==> config.mk <==
export PLATFORM = sky130hd
export DESIGN_NAME = sar_search_ctrl
export DESIGN_NICKNAME = d
export VERILOG_FILES = /design/src/rtl/sar_search_ctrl.sv
export SDC_FILE = /design/constraint.sdc
export NUM_CORES = 1
export LEC_CHECK = 0
export CORE_MARGIN = 5
export CORE_UTILIZATION = 46
export CTS_BUF_LIST = sky130_fd_sc_hd__clkbuf_16
export CTS_CLUSTER_SIZE = 25
export DETAILED_ROUTE_END_ITERATION = 10
export GPL_TIMING_DRIVEN = 0
export PLACE_DENSITY_LB_ADDON = 0.3
export SYNTH_ARGS = -nofsm -noshare
export SYNTH_HDL_FRONTEND = slang
export SYNTH_SLANG_ARGS = --single-unit
==> constraint.sdc <==
create_clock -name clk -period 1.8 [get_ports clk]
set_input_delay 0.36 -clock clk [delete_from_list [all_inputs] [get_ports clk]]
set_output_delay 0.36 -clock clk [all_outputs]
set_load 0.02 [all_outputs]
==> src/rtl/sar_search_ctrl.sv <==
// Successive-approximation search controller: walks a trial value MSB-first
// against an external comparator and exits early when the comparator reports equality.
module sar_search_ctrl #(
  parameter int WIDTH = 3
) (
  input  logic             clk,
  input  logic             rst_n,
  input  logic             start,
  input  logic             a_greater_b,
  input  logic             a_equal_b,
  input  logic             a_lesser_b,
  output logic [WIDTH-1:0] trial,
  output logic             busy,
  output logic             done,
  output logic [WIDTH-1:0] result,
  output logic             err
);

  localparam int IW = $clog2(WIDTH);
  localparam logic [WIDTH-1:0] ONE     = WIDTH'(1);
  localparam logic [WIDTH-1:0] MSB     = ONE << (WIDTH - 1);
  localparam logic [IW-1:0]    IDX_MSB = IW'(WIDTH - 1);
  localparam logic [IW-1:0]    IDX_ONE = IW'(1);

  typedef enum logic {IDLE, CMP} state_t;

  state_t           state_q, state_d;
  logic [WIDTH-1:0] trial_q, trial_d;
  logic [WIDTH-1:0] result_q, result_d;
  logic [IW-1:0]    idx_q, idx_d;
  logic             done_q, done_d;
  logic             err_q, err_d;

  logic [WIDTH-1:0] bit_cur, bit_nxt;
  logic             flags_ok;

  always_comb begin
    state_d  = state_q;
    trial_d  = trial_q;
    result_d = result_q;
    idx_d    = idx_q;
    done_d   = 1'b0;
    err_d    = err_q;
    bit_cur  = ONE << idx_q;
    bit_nxt  = bit_cur >> 1;
    flags_ok = $onehot({a_greater_b, a_equal_b, a_lesser_b});
    case (state_q)
      IDLE: begin
        if (start) begin
          trial_d  = MSB;
          idx_d    = IDX_MSB;
          err_d    = 1'b0;
          result_d = '0;
          state_d  = CMP;
        end
      end
      CMP: begin
        // Every exit path returns the trial bus to zero and pulses done.
        if (!flags_ok || (a_greater_b && idx_q == '0)) begin
          err_d    = 1'b1;
          result_d = '0;
          trial_d  = '0;
          done_d   = 1'b1;
          state_d  = IDLE;
        end else if (a_equal_b) begin
          result_d = trial_q;
          trial_d  = '0;
          done_d   = 1'b1;
          state_d  = IDLE;
        end else if (a_greater_b) begin
          trial_d = trial_q | bit_nxt;
          idx_d   = idx_q - IDX_ONE;
        end else if (idx_q != '0) begin
          trial_d = (trial_q & ~bit_cur) | bit_nxt;
          idx_d   = idx_q - IDX_ONE;
        end else begin
          // Below the LSB trial with every higher bit cleared: target is zero.
          result_d = trial_q & ~ONE;
          trial_d  = '0;
          done_d   = 1'b1;
          state_d  = IDLE;
        end
      end
      default: state_d = IDLE;
    endcase
  end

  always_ff @(posedge clk or negedge rst_n) begin
    if (!rst_n) begin
      state_q  <= IDLE;
      trial_q  <= '0;
      result_q <= '0;
      idx_q    <= IDX_MSB;
      done_q   <= 1'b0;
      err_q    <= 1'b0;
    end else begin
      state_q  <= state_d;
      trial_q  <= trial_d;
      result_q <= result_d;
      idx_q    <= idx_d;
      done_q   <= done_d;
      err_q    <= err_d;
    end
  end

  assign trial  = trial_q;
  assign busy   = (state_q == CMP);
  assign done   = done_q;
  assign result = result_q;
  assign err    = err_q;

endmodule

==> flow_summary.yaml <==
sta:
  fmax_mhz: 588
  slew_violations: 0
  final.setup_skew_ns: 0.00301
  worstMarginPinSlew_ns: 0.472
  rsz0062_at_grt: "false"
  min_period_over_period_pct: 94.4
  slew_headroom_pct: 68.5
  finalSetupViolations: 0
  final-hold-violation-count: 0
  fin_crit_ns: 1.70
setup_path:
  worstSetupStartpointType: "input pin"
  r2r_slack_ns: 0.14
  crit_family: "buffers and inverters"
  reg2reg_depth: 6
  timing.rr.start: "idx_q[1]$_DFFE_PN1P_"
  critPathBufInv: 3
  cp-end-kind: "register"
  critical_path_class: "in -> reg"
  path_cells: "dlygate4sd2_1 > inv_2 > fa_2 > nor4b_4 > buf_6 > xnor2_2 > a22o_1"
  worstReg2RegEnd: "idx_q[0]$_DFFE_PN0P_"
  worstPathRequired_ns: 1.92
  slowest_delay_ns: 0.45
  critical_path_peak_fanout: 7
  slowest_stage: "fa_2"
  crit_arrival_ns: 1.82
hold_path:
  holdPathStages: 2
  min_path_type: "in -> reg"
  hp-start: "a_equal_b"
  holdPathEnd: "trial[1]$_DFFE_PN0N_"
cells_and_area:
  instances_no_fill: 96
  drive_gt1_share_pct: 23.5
  nets: 92
  insertedDiodeCount: 0
  syn_to_final_growth_pct: 44.1
detailed_routing:
  drt_wl_total_mm: 1.40
  drt_iter0_markers: 9
  vias_per_cell: 5.50
  first_pass_iters: 6
  vias: 528
  ant_nets: 0
  wire_per_inst_um: 14.6
  drc_errors: 0
clocking:
  clock-sinks: 11
  ctsHtreeMaxLevel: 1
  cts_tree: "done"
  cts_root_buf: "clkbuf_16"
  cts_max_path_buffers: 2
  clk_pin_slew_ns: 0.04
  clk-insertion-delay-late_ns: 0.24
  numCtsBuffers: 3
power_and_ir_drop:
  powerDensity_nw_per_um2: 1060
  ir_drop_uv: 626
  power.total_w: 0.000915
  leakage_nw: 0.403
grt:
  antenna_found_initial: 0
  gr-usage-all-layers_pct: 16.5
  grt_first_pass_wirelength_mm: 2.46
  grt_pass1_vias: 543
  grt_max_degree: 12
  grt-ovfl-total: 0
yosys:
  synth_edf_count: 0
  syn_inst: 61
  ys_seq_area_share_pct: 46.1
  async_reset_ff_share_pct: 100
  syn_area_um2: 599
  synth_largest_area_cell: "dfrtp_1"
  avgSynthCellArea_um2: 9.83
  synth-warning-count: 0
  ys_types: 24
  ys.flop_type: "dfrtp_1"
  synth-seq-cells: 11
  syn_nets: 71
  synth_top_area_share_pct: 41.8
  synth_area_leaders: "dfrtp_1, ha_1, nand2_1"
die:
  chipWidth_um: 46.1
  io_pins: 15
  start_util_pct: 47.2
  rows: 13
  coreArea_um2: 1270
  die_y_um: 46.1
  die_area_um2: 2120
placement:
  hpwl_um: 918
  port_buffers: 14
  dp.cells: 90
  gp_congestion: 0.825
run:
  drv_cap: 0
status:
  status: "completed"
## repair_timing
action	4_1_cts	5_1_grt
gates resized for setup	12	6
pin swaps	3	2
setup endpoints to repair	11	7
hold buffers	0	0
gates cloned	0	0
setup buffers	2	0
## Yosys cell counts (2+ instances only)
master / instances
a21oi_1: 2
dfrtp_1: 10
ha_1: 3
inv_1: 6
nand2_1: 9
nand3_1: 3
nand4_1: 2
nor2_1: 5
o21ai_0: 6
## placed cells by master (no fill, tap or decap), types with 2 or more instances in the layout
cell type	count
nor2_1	5
nand2_1	9
nand4_1	2
inv_1	4
nand3_1	3
clkbuf_16	3
clkdlybuf4s50_1	11
dfrtp_1	10
a21oi_1	2
ha_1	3
inv_2	3
buf_2	3
o21ai_0	6
## through the flow
stage | setup slack [ns] | cell area [µm²] | util [%] | hold WS [ns] | setup TNS (ns)
floorplan | 0.0674 | 599 | - | 0.0644 | 0
global placement | -0.727 | 758 | 59.8 | 0.467 | -7.06
detailed placement | -0.704 | 758 | 59.8 | 0.471 | -6.94
global route | 0.00294 | 863 | 68.0 | 0.466 | 0
CTS | 0.0421 | 876 | 69.0 | 0.478 | 0
finish | 0.100 | 863 | 68.0 | 0.442 | 0
## layer usage
metal	vias to the layer above	track usage [%]	wire length, µm
li1	255	-	-
met1	246	20.6	588
met2	20	27.2	688
met3	7	3.52	93
met4	0	6.82	30
met5	-	0	0
## where the power goes
part           total, W  internal [W]  switching [W]
Clock          0.000398      0.000291       0.000107
Combinational  0.000219      0.000101       0.000118
Sequential     0.000297      0.000276      0.0000213
Total          0.000915      0.000668       0.000247
## state kept, by name (all words and copies together) (netlist names)
| signal | cells |
|---|---|
| result | 3 |
| done | 1 |
| idx_q | 2 |
| busy | 1 |
| err | 1 |
| trial | 3 |
## logic make-up after synthesis
family | count (synthesis) | synth area share, %
and+or+nand+nor | 22 | 19.8
muxes | 1 | 1.88
xor gates and xnor gates | 1 | 1.46
buffers and inverters | 7 | 4.59
adders and majority gates | 4 | 9.60
DFF | 11 | 46.1
AOI/OAI and AO/OA | 15 | 16.5
## how the worst max path moves through the flow
stage,startpoint,end,slack [ns],cells after the start
2_1_floorplan,a_greater_b,result[1]$_DFFE_PN0P_,0.07,5
3_3_place_gp,a_greater_b,result[2]$_DFFE_PN0P_,-0.73,6
3_5_place_dp,a_greater_b,trial[0]$_DFFE_PN0N_,-0.70,7
4_1_cts,a_greater_b,idx_q[0]$_DFFE_PN0P_,0.04,7
5_1_grt,a_lesser_b,idx_q[0]$_DFFE_PN0P_,0.003,7
6_report,a_lesser_b,idx_q[0]$_DFFE_PN0P_,0.10,7
## area by class of cell
type / instances / area [µm²]
clock inverters: 1 / 3.75
flip-flops and latches: 11 / 277
well taps: 15 / 18.8
inverters: 6 / 22.5
plain buffers: 1 / 5.00
repair buffers: 16 / 148
fillers: 105 / 405
clock buffers: 3 / 75.1
multi-input cells: 43 / 314
Note: power is estimated with default switching activity, not from simulation.
